$ cat config.mk
export PLATFORM = sky130hd
export DESIGN_NAME = fetch_buffer_t
export DESIGN_NICKNAME = d
export VERILOG_FILES = /design/src/rtl/nes_cpu_pkg.sv /design/src/rtl/fetch_buffer_t_byte_fifo.sv /design/src/rtl/fetch_buffer_t.sv
export SDC_FILE = /design/constraint.sdc
export NUM_CORES = 1
export LEC_CHECK = 0
export ABC_AREA = 1
export CAP_MARGIN = 10
export CORE_ASPECT_RATIO = 0.9
export CORE_MARGIN = 1
export CORE_UTILIZATION = 60
export DETAILED_ROUTE_END_ITERATION = 10
export PLACE_DENSITY = 0.82
export SETUP_SLACK_MARGIN = 0.02
export SYNTH_ARGS = -nofsm -noshare
export SYNTH_HDL_FRONTEND = slang
export SYNTH_SLANG_ARGS = --single-unit
$ cat constraint.sdc
create_clock -name clk_i -period 5.35 [get_ports clk_i]
set_input_delay 1.07 -clock clk_i [delete_from_list [all_inputs] [get_ports clk_i]]
set_output_delay 1.07 -clock clk_i [all_outputs]
set_load 0.005 [all_outputs]
$ cat src/rtl/nes_cpu_pkg.sv
// Shared CPU-wide definitions: memory address/byte sizes and the fetch buffer
// constants and state type used by fetch_buffer_t and byte_fifo_t.
package nes_cpu_pkg;

   localparam int MEM_ADDR_SIZE     = 16;
   localparam int BYTE              = 8;

   localparam int FETCH_BUF_DEPTH   = 8;
   localparam int FETCH_WIDTH_BYTES = 3;

   typedef enum logic {
      FILL  = 1'b0,
      FLUSH = 1'b1
   } fetch_state_e;

endpackage

$ cat src/rtl/fetch_buffer_t_byte_fifo.sv
// byte_fifo_t: circular byte queue with a 3-byte push, a 0-3 byte pop, a 3-byte
// head peek and a synchronous clear. The caller never pops more than avail_o.
module byte_fifo_t
   import nes_cpu_pkg::*;
#(
   parameter int DEPTH = FETCH_BUF_DEPTH
) (
   input  logic                               clk_i,
   input  logic                               rst_i,
   input  logic                               clear_i,
   input  logic                               push_i,
   input  logic [FETCH_WIDTH_BYTES*BYTE-1:0]  push_data_i,
   input  logic [1:0]                         pop_i,
   output logic [FETCH_WIDTH_BYTES*BYTE-1:0]  peek_o,
   output logic [1:0]                         avail_o,
   output logic [$clog2(DEPTH):0]             count_o
);

   localparam int PW = $clog2(DEPTH);
   localparam int CW = PW + 1;

   logic [BYTE-1:0] mem_q [DEPTH];
   logic [PW-1:0]   rd_ptr_q, rd_ptr_d;
   logic [PW-1:0]   wr_ptr_q, wr_ptr_d;
   logic [CW-1:0]   count_q, count_d;

   always_comb begin
      rd_ptr_d = rd_ptr_q + PW'(pop_i);
      wr_ptr_d = wr_ptr_q;
      count_d  = count_q - CW'(pop_i);
      if (push_i) begin
         wr_ptr_d = wr_ptr_q + PW'(FETCH_WIDTH_BYTES);
         count_d  = count_d + CW'(FETCH_WIDTH_BYTES);
      end
      if (clear_i) begin
         rd_ptr_d = '0;
         wr_ptr_d = '0;
         count_d  = '0;
      end
   end

   always_ff @(posedge clk_i) begin
      if (rst_i) begin
         rd_ptr_q <= '0;
         wr_ptr_q <= '0;
         count_q  <= '0;
      end else begin
         rd_ptr_q <= rd_ptr_d;
         wr_ptr_q <= wr_ptr_d;
         count_q  <= count_d;
      end
   end

   // Storage needs no reset; pointers and count define what is valid.
   always_ff @(posedge clk_i) begin
      if (push_i && !clear_i) begin
         for (int i = 0; i < FETCH_WIDTH_BYTES; i++) begin
            mem_q[wr_ptr_q + PW'(i)] <= push_data_i[i*BYTE +: BYTE];
         end
      end
   end

   // Bytes past the valid count read as zero so the head is clean after reset.
   always_comb begin
      avail_o = (count_q >= CW'(FETCH_WIDTH_BYTES)) ? 2'd3 : count_q[1:0];
      peek_o  = '0;
      for (int i = 0; i < FETCH_WIDTH_BYTES; i++) begin
         if (2'(i) < avail_o) begin
            peek_o[i*BYTE +: BYTE] = mem_q[rd_ptr_q + PW'(i)];
         end
      end
   end

   assign count_o = count_q;

endmodule

$ cat src/rtl/fetch_buffer_t.sv
// Instruction prefetch: sequential 3-byte memory reads into a byte FIFO, head
// presented with its PC. Optional counters enabled by FETCH_BUF_STATS_EN.
//
//   state | meaning
//   FILL  | normal operation, requests issued when 3 slots are free
//   FLUSH | one cycle after a redirect, no request issued
module fetch_buffer_t
   import nes_cpu_pkg::*;
#(
   parameter int                       DEPTH    = FETCH_BUF_DEPTH,
   parameter logic [MEM_ADDR_SIZE-1:0] RESET_PC = 16'hC000
) (
   input  logic                     clk_i,
   input  logic                     rst_i,
   output logic [MEM_ADDR_SIZE-1:0] mem_addr_o,
   output logic                     mem_req_o,
   input  logic [3*BYTE-1:0]        mem_data_i,
   input  logic                     redirect_i,
   input  logic [MEM_ADDR_SIZE-1:0] redirect_pc_i,
   input  logic [1:0]               consume_i,
   output logic [3*BYTE-1:0]        instr_bytes_o,
   output logic [1:0]               avail_o,
   output logic [MEM_ADDR_SIZE-1:0] pc_o
`ifdef FETCH_BUF_STATS_EN
   ,
   output logic [31:0]              stat_starve_o,
   output logic [15:0]              stat_flush_o
`endif
);

   localparam int            CW      = $clog2(DEPTH) + 1;
   localparam logic [CW-1:0] DEPTH_C = CW'(DEPTH);
   localparam logic [CW-1:0] FETCH_C = CW'(FETCH_WIDTH_BYTES);

   fetch_state_e             state_q, state_d;
   logic [MEM_ADDR_SIZE-1:0] fetch_pc_q, fetch_pc_d;
   logic [MEM_ADDR_SIZE-1:0] pc_q, pc_d;
   logic                     inflight_q, inflight_d;
   logic                     discard_q, discard_d;
   logic [CW-1:0]            count;
   logic [1:0]               avail;
   logic [1:0]               pop;
   logic                     issue;
   logic                     push;

   always_ff @(posedge clk_i) begin
      if (rst_i) begin
         state_q    <= FILL;
         fetch_pc_q <= RESET_PC;
         pc_q       <= RESET_PC;
         inflight_q <= 1'b0;
         discard_q  <= 1'b0;
      end else begin
         state_q    <= state_d;
         fetch_pc_q <= fetch_pc_d;
         pc_q       <= pc_d;
         inflight_q <= inflight_d;
         discard_q  <= discard_d;
      end
   end

   // Free space is judged on the registered count; one read in flight at most
   // means 3 slots are always reserved for the returning data.
   always_comb begin
      issue      = !rst_i && (state_q == FILL) && !inflight_q &&
                   ((DEPTH_C - count) >= FETCH_C);
      push       = inflight_q && !discard_q && !redirect_i;
      pop        = (consume_i > avail) ? avail : consume_i;
      state_d    = FILL;
      fetch_pc_d = fetch_pc_q;
      pc_d       = pc_q + MEM_ADDR_SIZE'(pop);
      inflight_d = issue;
      discard_d  = 1'b0;
      if (issue) begin
         fetch_pc_d = fetch_pc_q + MEM_ADDR_SIZE'(FETCH_WIDTH_BYTES);
      end
      // A read issued alongside the redirect returns stale data next cycle.
      if (redirect_i) begin
         state_d    = FLUSH;
         pop        = 2'd0;
         fetch_pc_d = redirect_pc_i;
         pc_d       = redirect_pc_i;
         discard_d  = issue;
      end
   end

   byte_fifo_t #(
      .DEPTH (DEPTH)
   ) u_fifo (
      .clk_i       (clk_i),
      .rst_i       (rst_i),
      .clear_i     (redirect_i),
      .push_i      (push),
      .push_data_i (mem_data_i),
      .pop_i       (pop),
      .peek_o      (instr_bytes_o),
      .avail_o     (avail),
      .count_o     (count)
   );

   assign mem_req_o  = issue;
   assign mem_addr_o = fetch_pc_q;
   assign avail_o    = avail;
   assign pc_o       = pc_q;

`ifdef FETCH_BUF_STATS_EN
   logic [31:0] starve_q;
   logic [15:0] flush_q;

   always_ff @(posedge clk_i) begin
      if (rst_i) begin
         starve_q <= '0;
         flush_q  <= '0;
      end else begin
         if ((avail == 2'd0) && (starve_q != '1)) begin
            starve_q <= starve_q + 32'd1;
         end
         if (redirect_i && (flush_q != '1)) begin
            flush_q <= flush_q + 16'd1;
         end
      end
   end

   assign stat_starve_o = starve_q;
   assign stat_flush_o  = flush_q;
`endif

endmodule
Yosys cells after proc, flatten, opt, wreduce, memory -nomap -nowiden

Memories as Yosys holds them, arrays and structs flattened. A register that Yosys moved wholly into a read port is not among the register bits.
Index checks and enable logic that the tools add are counted.
Widths: inputs -> output; s select.

$add $sub $neg: 11
Order comparisons: 6
Multiplexer cells: 14
Bitwise gates (word level): 2
Reductions and logical operators: 13

Operator list:

| cell                  | number |
|---|---|
| $mux 16               | 3 |
| $mux 8                | 3 |
| $add 16x2->16         | 1 |
| $add 16x2->16 const B | 1 |
| $add 3x2->3 const B   | 3 |
| $ge 4x2->1 const B    | 2 |
| $add 3x1->3 const B   | 2 |
| $logic_and 1x1->1     | 6 |
| $mux 2                | 3 |
| $add 4x2->4 const B   | 1 |
| $logic_not 1->1       | 4 |
| $lt 1x2->1 const A    | 2 |
| $mux 4                | 1 |
| $reduce_or 2->1       | 2 |
| $sub 4x2->4           | 1 |
| $sub 4x4->4 const A   | 1 |
| $add 3x2->3           | 1 |
| $mux 1                | 3 |
| $mux 3                | 1 |
| $gt 2x2->1            | 1 |
| $lt 2x2->1 const A    | 1 |
| $not 1->1             | 2 |
| $reduce_bool 2->1     | 1 |

Bits in registers: 45
Memory bits (writable): 64
Input port bits: 45
Output and inout port bits: 59
Word-level logic and storage cells: 55
Memories: 1

Memory list:

| memory       | words | width | read ports | clocked after memory_dff | wr ports | RTL line                       | RTL |
|---|---|---|---|---|---|---|---|
| u_fifo.mem_q | 8     | 8     | 3          | 1                        | 3        | fetch_buffer_t_byte_fifo.sv:22 | `logic [BYTE-1:0] mem_q [DEPTH];` |

Logic depth before layout (Yosys ltp)

Gate-level depths: netlist of the first run.

Word-level depth: 8
Depth in mapped cells: 21
Mapped depth without buffers: 21

Cells and area by module

Synthesis of the first run repeated with hierarchy kept, for this count alone.

Cells, all modules: 1230
Area total of the unflattened synthesis: 8324.2 um^2

By module, submodules not included:

| module         | times used | cells an instance | area each (um^2) | seq. area each (um^2) |
|---|---|---|---|---|
| byte_fifo_t    | 1          | 893               | 6158.4           | 2122.0 |
| fetch_buffer_t | 1          | 337               | 2165.8           | 700.7 |

Worst setup path before layout of the first run

OpenSTA, ideal clock, no wires.

Path type: in2reg
From: input port consume_i[1]
To: register u_fifo.count_q[2] (netlist: u_fifo.count_o[2])
Library setup time: 0.071 ns
Data arrival time: 3.090 ns
Required time: 5.279 ns
Path slack: 2.189 ns
Stages on the path: 14
Path buffers: 0
Cells stage by stage: ha_1 > o21ai_0 > nand2_1 > nand2_1 > nand2_1 > nor2_1 > ha_1 > inv_1 > fa_1 > inv_1 > ha_1 > nor2_1 > or2_2 > a21oi_1

Word-level cells in the longest chain between the ends: 6

RTL lines:

| item                   | RTL line                       | RTL |
|---|---|---|
| start: declaration     | fetch_buffer_t.sv:20           | `input logic [1:0] consume_i,` |
| $gt 2x2->1             | fetch_buffer_t.sv:68           | `pop = (consume_i > avail) ? avail : consume_i;` |
| $mux 2 *               | fetch_buffer_t.sv:68           |  |
| $mux 2 *               | fetch_buffer_t.sv:78           | `if (redirect_i) begin` |
| $sub 4x2->4 *          | fetch_buffer_t_byte_fifo.sv:30 | `count_d = count_q - CW'(pop_i);` |
| $add 4x2->4            | fetch_buffer_t_byte_fifo.sv:33 | `count_d = count_d + CW'(FETCH_WIDTH_BYTES);` |
| $mux 4 *               | fetch_buffer_t_byte_fifo.sv:31 | `if (push_i) begin` |
| end signal: assignment | fetch_buffer_t_byte_fifo.sv:50 | `count_q <= count_d;` |
| end: declaration       | fetch_buffer_t_byte_fifo.sv:25 | `logic [CW-1:0] count_q, count_d;` |

Mark *: on every way between the ends. The rest lies on a longest branch, timed or not.
A chain may end at the register's enable or synchronous reset.

Final worst setup path of the first run

From: register u_fifo.rd_ptr_q[0]
To: output port instr_bytes_o[21]

Word-level cells in the longest chain between the ends: 3

RTL lines:

| item                     | RTL line                       | RTL |
|---|---|---|
| start: declaration       | fetch_buffer_t_byte_fifo.sv:23 | `logic [PW-1:0] rd_ptr_q, rd_ptr_d;` |
| start signal: assignment | fetch_buffer_t_byte_fifo.sv:48 | `rd_ptr_q <= rd_ptr_d;` |
| $add 3x2->3              | fetch_buffer_t_byte_fifo.sv:69 | `peek_o[i*BYTE +: BYTE] = mem_q[rd_ptr_q + PW'(i)];` |
| $mem_v2 8x8              | -                              |  |
| $mux 8                   | fetch_buffer_t_byte_fifo.sv:68 | `if (2'(i) < avail_o) begin` |
| end: declaration         | fetch_buffer_t.sv:21           | `output logic [3*BYTE-1:0] instr_bytes_o,` |

No other way between the ends.

==> flow_summary.toml, run 1 <==
[worst_hold_path]
hp-start = "mem_addr_o[14]"
hp-class = "reg2reg"
holdPathStages = 2
hold_end = "mem_addr_o[14]"

[power_and_ir_drop]
p_sw_frac = 0.400
power.density_nw_per_um2 = 354
ir_drop_v = 0.000225
power_frac_seq = 0.327
leakage_nw = 3.73
p_int_mw = 1.91
p_clk_frac = 0.214
switchingPower_mw = 1.27
p_comb_frac = 0.459

[logic_synthesis]
async_flop_share = 0
syn_nets = 1191
ys_seq_area_frac = 0.369
syn_inst = 1131
synthFlopType = "edfxtp_1"
avgSynthCellArea_um2 = 6.76
netlist_area_um2 = 7650
synth_edf_count = 64
synth-seq-cells = 109
synth_cell_types = 41
yosysWarnings = 0

[route]
first_pass_iters = 6
wire_per_inst_um = 18.4
num_vias = 8233
drc = 0
drt-total-wl_mm = 25.1
drt_iter0_drc = 1220
vias_per_cell = 6.02
final_antenna_net_count = 0

[layout]
regArea_um2 = 2820
fin_util = 0.735
fill_cells = 1020
layout_commonest_cell = "nand2_1"
nets = 1263
multi_input_area_um2 = 4130
drive_above_1_share = 0.0397
antenna-diode-count = 0
area_growth_syn_to_layout_pct = 17.4
final_cell_mix = "385 x nand2_1, 136 x o21ai_0, 109 x inv_1"

[grt]
grt_max_degree = 83
grtUsageTotal = 0.389
overflow = 0
antenna_found_initial = 0
grt_pass1_vias = 6822
grt_pass1_wl_mm = 38.3

[clock_network]
postCtsSetupBuffers = 0
numCtsBuffers = 9
cts_root_buffer = "clkbuf_16"
h-tree-depth = 3
cts.sinks = 109
cts_tree = "built"
insertion_delay_ns = 0.37
cts.path.max_buffers = 2
path_clk_slew_ns = 0.08
cts_resized = 0
hold_buffers = 0

[sta]
finalCriticalPeriod_ns = 3.92
worst_slew_pin_slew_ns = 1.22
hold_viol = 0
post-route-period-util = 0.733
fmax_mhz = 255
drv_slew = 0
max_slew_margin = 0.175
finalSetupTns_ns = 0
rsz0062_at_grt = "false"
setup_viol = 0
skew_ns = 0.0107

[worst_setup_path]
crit_buf_inv = 3
cp.arrival_ns = 2.85
cp_cell_sequence = "clkinv_1 -> buf_4 -> o21ai_0 -> nand2_1 -> o21ai_0 -> a211oi_1 -> clkdlybuf4s50_1"
cp.required_ns = 4.28
reg2reg_slack_ns = 2.11
r2r_end = "u_fifo.count_o[3]"
cpMostUsedCell = "o21ai_0"
worstSetupEndpointType = "primary output"
critPathLaunchType = "flop"
cp_slowest_cell = "clkinv_1"
critPathMaxFanout = 31
critical-path-max-stage-delay_ns = 0.65
cp_top_family = "buffers and inverters"
critPathKind = "reg2out"
worstRegToRegCells = 19
rr_startpoint = "u_fifo.count_o[2]"

[floorplan]
fp.coreArea_um2 = 12200
initial_core_util = 0.626
dieArea_um2 = 13200
ios = 104
fp.dieH_um = 109
die_x_um = 121
placementRows = 38

[placed_design]
port_buffers = 103
place.gp.congestion = 1.03
detailed_place_hpwl_mm = 19.1

[status]
status = "finished, final reports clean"

[flow_run]
maxCapViolCount = 0
## cell type report
cell class	count	area share
timing repair buffer	109	0.120
clock buffer	9	0.0251
clock inverter	7	0.00808
tap	160	0.0223
inverter	119	0.0503
sequential	109	0.314
multi-input combinational	855	0.460
## worst max-delay path by stage
stage / startpoint / endpoint / slack (ns) / cells past startpoint
final: u_fifo.rd_ptr_q[0] / instr_bytes_o[21] / 1.43 / 7
after floorplan: consume_i[1] / u_fifo.count_o[2] / 2.19 / 14
after global routing: u_fifo.rd_ptr_q[0] / instr_bytes_o[19] / 1.25 / 6
after CTS: u_fifo.rd_ptr_q[0] / instr_bytes_o[21] / 1.48 / 7
after detailed placement: redirect_i / u_fifo.mem_q[6][3] / 1.38 / 6
after global placement: rst_i / mem_req_o / 1.55 / 6
## cells in the mapped netlist, types with 2 or more instances
library cell	count	area share
inv_1	109	0.053
o211ai_1	25	0.025
fa_1	3	0.0079
edfxtp_1	64	0.25
nor2_1	86	0.042
nor2_4	2	0.0029
nand4_1	5	0.0041
nand3_1	59	0.039
nor2_2	2	0.0016
buf_2	20	0.013
or2_2	5	0.0041
nand2_2	6	0.0049
nand3b_1	2	0.0020
nor2_8	3	0.0079
buf_4	4	0.0039
o22ai_1	10	0.0082
xnor2_1	2	0.0023
dfxtp_1	45	0.12
clkbuf_1	21	0.010
nor3_1	16	0.010
a21oi_1	43	0.028
a211oi_1	15	0.015
xor2_1	8	0.0092
a41oi_1	2	0.0023
inv_2	2	0.00098
mux2i_1	2	0.0026
clkinv_1	6	0.0029
nand2_1	385	0.19
o21ai_0	136	0.089
ha_1	12	0.020
o21ai_1	18	0.012
inv_4	2	0.0016
buf_6	3	0.0044
## sequential cells by signal, indices dropped and copies added (netlist names)
register / flops
pc_o: 16
discard_q: 1
u_fifo.wr_ptr_q: 3
mem_addr_o: 16
state_q: 1
u_fifo.mem_q: 64
u_fifo.count_o: 4
u_fifo.rd_ptr_q: 3
inflight_q: 1
## metal layers
metal / routed length, um / share of wire / global-route usage / vias up
met5: 0 / 0 / 0 / -
met4: 576 / 0.023 / 0.110 / 0
met3: 3220 / 0.13 / 0.0706 / 56
met2: 10200 / 0.40 / 0.547 / 608
met1: 11200 / 0.44 / 0.601 / 3681
li1: - / - / - / 3888
## metrics by stage
stage / cell area [um2] / setup WS, ns / instances / hold slack, ns / total power [mW]
after floorplan: 7650 / 2.19 / 1131 / 0.499 / 1.87
after global placement: 8680 / 1.55 / 1352 / 0.508 / 2.44
after detailed placement: 8680 / 1.38 / 1352 / 0.506 / 2.48
after CTS: 8980 / 1.48 / 1368 / 0.521 / 3.14
after global routing: 8980 / 1.25 / 1368 / 0.566 / 3.36
final: 8980 / 1.43 / 1368 / 0.525 / 3.18
## kinds of logic after synthesis
logic type,Yosys count,synth area share
buf+inv,167,0.0908
simple gates,573,0.311
flops,109,0.369
mux,2,0.00262
compound gates,254,0.184
xor+xnor,11,0.0150
fa+ha+maj,15,0.0275
## power by group through the flow
| stage | logic (mW) | clock network (mW) | registers [mW] |
|---|---|---|---|
| global placement | 1.39 | 0 | 1.05 |
| CTS | 1.43 | 0.670 | 1.04 |
| global route | 1.61 | 0.701 | 1.05 |
| finish | 1.46 | 0.680 | 1.04 |
| detailed placement | 1.42 | 0 | 1.05 |
| floorplan | 0.837 | 0 | 1.03 |
## tightest hold or removal path, cell delays in order (launching register included)
cell and delay (ns):
dfxtp_1 0.33, nand2_1 0.07, nand3_1 0.07
Note: power is estimated with default switching activity, not from simulation.
==> inputs of run 2 (changes only) <==
--- a/config.mk
+++ b/config.mk
@@ -9,9 +9,9 @@
 export CAP_MARGIN = 10
 export CORE_ASPECT_RATIO = 0.9
 export CORE_MARGIN = 1
-export CORE_UTILIZATION = 60
+export CORE_UTILIZATION = 51
 export DETAILED_ROUTE_END_ITERATION = 10
-export PLACE_DENSITY = 0.82
+export PLACE_DENSITY = 0.74
 export SETUP_SLACK_MARGIN = 0.02
 export SYNTH_ARGS = -nofsm -noshare
 export SYNTH_HDL_FRONTEND = slang
==> constraint.sdc (replaced) <==
create_clock -name clk_i -period 3.1 [get_ports clk_i]
set_input_delay 0.62 -clock clk_i [delete_from_list [all_inputs] [get_ports clk_i]]
set_output_delay 0.62 -clock clk_i [all_outputs]
set_load 0.005 [all_outputs]
==> flow_summary.toml, run 2 (synthesized netlist as in run 1, its figures left out) <==
[route]
wire_per_inst_um = 17.1
first_pass_iters = 6
num_vias = 7999
drt_iter0_drc = 1118
drt-total-wl_mm = 24.4
vias_per_cell = 5.59
final_antenna_net_count = 0
drc = 0

[worst_setup_path]
critPathLaunchType = "flop"
cp_slowest_cell = "clkdlybuf4s50_1"
cp_cell_sequence = "bufbuf_16 -> o21ai_0 -> o21ai_0 -> a211oi_1 -> clkdlybuf4s50_1"
cpMostUsedCell = "o21ai_0"
r2r_end = "u_fifo.count_o[2]"
worstSetupEndpointType = "primary output"
crit_buf_inv = 2
critical-path-max-stage-delay_ns = 0.56
worstRegToRegCells = 16
critPathKind = "reg2out"
cp.required_ns = 2.48
reg2reg_slack_ns = 0.26
rr_startpoint = "u_fifo.count_o[2]"
cp.arrival_ns = 2.36
critPathMaxFanout = 41
cp_top_family = "buffers and inverters"

[grt]
grtUsageTotal = 0.315
overflow = 0
grt_pass1_vias = 6801
grt_max_degree = 46
grt_pass1_wl_mm = 37.5
antenna_found_initial = 0

[layout]
drive_above_1_share = 0.0657
largest_register_ffs = 64
finalNonFillerCells = 1430
final_cell_mix = "384 x nand2_1, 132 x o21ai_0, 109 x inv_1"
nets = 1287
multi_input_area_um2 = 4170
antenna-diode-count = 0
area_growth_syn_to_layout_pct = 21.9
layout_commonest_cell = "nand2_1"
fill_cells = 1315
fin_util = 0.636
registers.top_by_ff_count = "u_fifo.mem_q"
regArea_um2 = 2830

[sta]
max_slew_margin = 0.584
rsz0062_at_grt = "true"
worst_slew_pin_slew_ns = 0.617
post-route-period-util = 0.962
drv_slew = 0
holdWs_ns = 0.537
setup_viol = 0
hold_viol = 0
skew_ns = 0.0103
finalSetupTns_ns = 0
finalCriticalPeriod_ns = 2.98
fmax_mhz = 335

[clock_network]
cts_root_buffer = "clkbuf_16"
path_clk_slew_ns = 0.07
cts_tree = "built"
insertion_delay_ns = 0.36
h-tree-depth = 3
hold_buffers = 0
cts.sinks = 109
cts.path.max_buffers = 2
numCtsBuffers = 9

[status]
status = "finished, final reports clean"

[placed_design]
detailed_place_hpwl_mm = 18.6
dp_cells = 1412
place.gp.congestion = 1.00
port_buffers = 103

[worst_hold_path]
hp-class = "reg2reg"
hp-start = "mem_addr_o[2]"
hold_end = "mem_addr_o[2]"
holdPathStages = 2

[floorplan]
die_x_um = 131
dieArea_um2 = 15500
fp.coreArea_um2 = 14700
initial_core_util = 0.522
placementRows = 42
fp.dieH_um = 118
ios = 104

[power_and_ir_drop]
ir_drop_v = 0.000473
leakage_nw = 3.90
power.density_nw_per_um2 = 608

[flow_run]
maxCapViolCount = 0
## run 2: layer usage
| layer | track usage | vias up | routed length (um) |
|---|---|---|---|
| met2 | 0.442 | 432 | 10000 |
| met3 | 0.0596 | 24 | 2520 |
| li1 | - | 3939 | - |
| met5 | 0 | - | 0 |
| met1 | 0.494 | 3604 | 11500 |
| met4 | 0.0676 | 0 | 300 |
## run 2: area by class of cell
cell class / instances / share of cell area
multi-input cells: 855 / 0.447
flip-flops and latches: 109 / 0.303
repair buffers: 133 / 0.142
inverters: 119 / 0.0484
well taps: 198 / 0.0266
clock buffers: 9 / 0.0241
clock inverters: 7 / 0.00872
## run 2: how the worst max path moves through the flow
stage / start / end / cells after the start / slack (ns)
final: u_fifo.rd_ptr_q[0] / instr_bytes_o[18] / 5 / 0.12
after global routing: u_fifo.count_o[2] / u_fifo.count_o[2] / 16 / -0.01
after CTS: u_fifo.rd_ptr_q[0] / instr_bytes_o[21] / 9 / 0.05
after detailed placement: consume_i[1] / u_fifo.count_o[2] / 15 / -0.20
after global placement: consume_i[1] / u_fifo.count_o[2] / 15 / -0.14
after floorplan: u_fifo.count_o[2] / u_fifo.count_o[2] / 18 / 0.39
## run 2: repair_timing
action | CTS | global route
pin swaps | 0 | 2
gates resized for setup | 2 | 14
setup endpoints to repair | 5 | 16
buffers inserted | 0 | 0
gates cloned | 1 | 1
## run 2: per-stage QoR
step	instance area (um2)	setup WS [ns]	total power [mW]
final	9330	0.117	5.67
after global routing	9330	-0.0147	6.06
after CTS	9270	0.0480	5.59
after detailed placement	8920	-0.196	4.38
after global placement	8920	-0.144	4.35
after floorplan	7650	0.386	3.22
## run 2: power breakdown
part	leakage, nW	switching [mW]	internal [mW]
Clock	0.150	0.594	0.580
Sequential	0.952	0.126	1.67
Combinational	2.79	1.48	1.23
Total	3.90	2.20	3.48
## run 2: worst min-delay path, stage by stage, from the launching register on
cell	delay [ns]
dfxtp_1	0.36
nand2_1	0.08
a21oi_1	0.05
==> inputs of run 3 (changes only) <==
--- a/config.mk
+++ b/config.mk
@@ -11,6 +11,7 @@
 export CORE_MARGIN = 1
 export CORE_UTILIZATION = 51
 export DETAILED_ROUTE_END_ITERATION = 10
+export GPL_TIMING_DRIVEN = 0
 export PLACE_DENSITY = 0.74
 export SETUP_SLACK_MARGIN = 0.02
 export SYNTH_ARGS = -nofsm -noshare
==> flow_summary.toml, run 3 (synthesized netlist as in run 1, its figures left out) <==
[grt]
antenna_found_initial = 1
grt_pass1_vias = 7120
grt_pass1_wl_mm = 39.7
overflow = 0
grt_max_degree = 20
grtUsageTotal = 0.335

[floorplan]
ios = 104
dieArea_um2 = 15500
fp.coreArea_um2 = 14700
die_x_um = 131
fp.dieH_um = 118
initial_core_util = 0.522
placementRows = 42

[route]
vias_per_cell = 5.70
drc = 0
drt-total-wl_mm = 25.8
wire_per_inst_um = 17.9
first_pass_iters = 6
final_antenna_net_count = 0
drt_iter0_drc = 1017
num_vias = 8223

[sta]
post-route-period-util = 0.981
fin_ws_ns = 0.0590
hold_viol = 0
worst_slew_pin_slew_ns = 1.19
drv_slew = 0
finalSetupTns_ns = 0
skew_ns = 0.00992
fmax_mhz = 329
setup_viol = 0
max_slew_margin = 0.196
finalCriticalPeriod_ns = 3.04
rsz0062_at_grt = "true"

[placed_design]
place.gp.congestion = 0.951
place_area_um2 = 8840
port_buffers = 94
place_ws_ns = -0.346
detailed_place_hpwl_mm = 20.5
dp_cells = 1423

[power_and_ir_drop]
leakage_nw = 3.91
ir_drop_v = 0.000487
power.density_nw_per_um2 = 614
power.total_mw = 5.73

[worst_setup_path]
cp.required_ns = 2.48
critPathKind = "reg2out"
cp.arrival_ns = 2.42
critPathMaxFanout = 10
critPathLaunchType = "flop"
worstSetupEndpointType = "primary output"

[clock_network]
cts.path.max_buffers = 2
cts_tree = "built"
h-tree-depth = 3
insertion_delay_ns = 0.35
path_clk_slew_ns = 0.08
cts_root_buffer = "clkbuf_16"
cts.sinks = 109
numCtsBuffers = 9
hold_buffers = 0

[status]
status = "finished, final reports clean"

[layout]
final_cell_area_um2 = 9330
registers.top_by_ff_count = "u_fifo.mem_q"
nets = 1300
area_growth_syn_to_layout_pct = 22.0
drive_above_1_share = 0.0900
layout_commonest_cell = "nand2_1"
antenna-diode-count = 0
fill_cells = 1365
largest_register_ffs = 64
final_cell_mix = "382 x nand2_1, 128 x o21ai_0, 107 x inv_1"
finalNonFillerCells = 1443

[flow_run]
maxCapViolCount = 0

[worst_hold_path]
hp-class = "reg2reg"
-- run 3: metal layers --
metal	share of wire	GRT usage	wire [um]	vias to the layer above
met5	0	0	0	-
met4	0.016	0.0801	407	0
met2	0.40	0.463	10400	422
met3	0.10	0.0665	2660	28
met1	0.48	0.525	12400	3808
li1	-	-	-	3965
-- run 3: worst paths after layout --
| path | depth (start not counted) | start | end | slack, ns |
|---|---|---|---|---|
| hold reg to reg | 2 | mem_addr_o[14] | mem_addr_o[14] | 0.53 |
| hold / removal | 2 | mem_addr_o[14] | mem_addr_o[14] | 0.53 |
| setup / recovery | 8 | u_fifo.rd_ptr_q[1] | instr_bytes_o[9] | 0.06 |
| setup reg to reg | 16 | u_fifo.count_o[1] | u_fifo.count_o[2] | 0.16 |
-- run 3: critical path: stages (launching register included) --
cell,delay [ns]
dfxtp_2,0.35
ha_1,0.27
buf_4,0.18
inv_2,0.09
clkbuf_8,0.17
nand2_1,0.07
nand2_1,0.11
a211oi_1,0.27
clkdlybuf4s50_1,0.55
-- run 3: stage by stage --
stage | hold WS (ns) | utilization
after global routing | 0.567 | 0.636
final | 0.530 | 0.636
after floorplan | 0.499 | -
after detailed placement | 0.520 | 0.603
after CTS | 0.535 | 0.626
after global placement | 0.518 | 0.603
-- run 3: final cells by class --
cell class / instances / area, um2 / area share
inverter: 119 / 458 / 0.0491
sequential: 109 / 2830 / 0.303
multi-input combinational: 855 / 4250 / 0.456
tap: 198 / 248 / 0.0266
clock inverter: 6 / 57.6 / 0.00617
timing repair buffer: 98 / 973 / 0.104
clock buffer: 10 / 230 / 0.0247
buffer: 48 / 287 / 0.0307
-- run 3: report_power, final --
| part | internal [mW] | switching, mW |
|---|---|---|
| logic | 1.23 | 1.62 |
| clock network | 0.566 | 0.542 |
| registers | 1.67 | 0.112 |
-- run 3: timing repair --
item / CTS / global route
endpoints found under the setup margin: 19 / 30
gates resized for setup: 17 / 59
pin swaps: 0 / 8
buffers inserted: 0 / 3
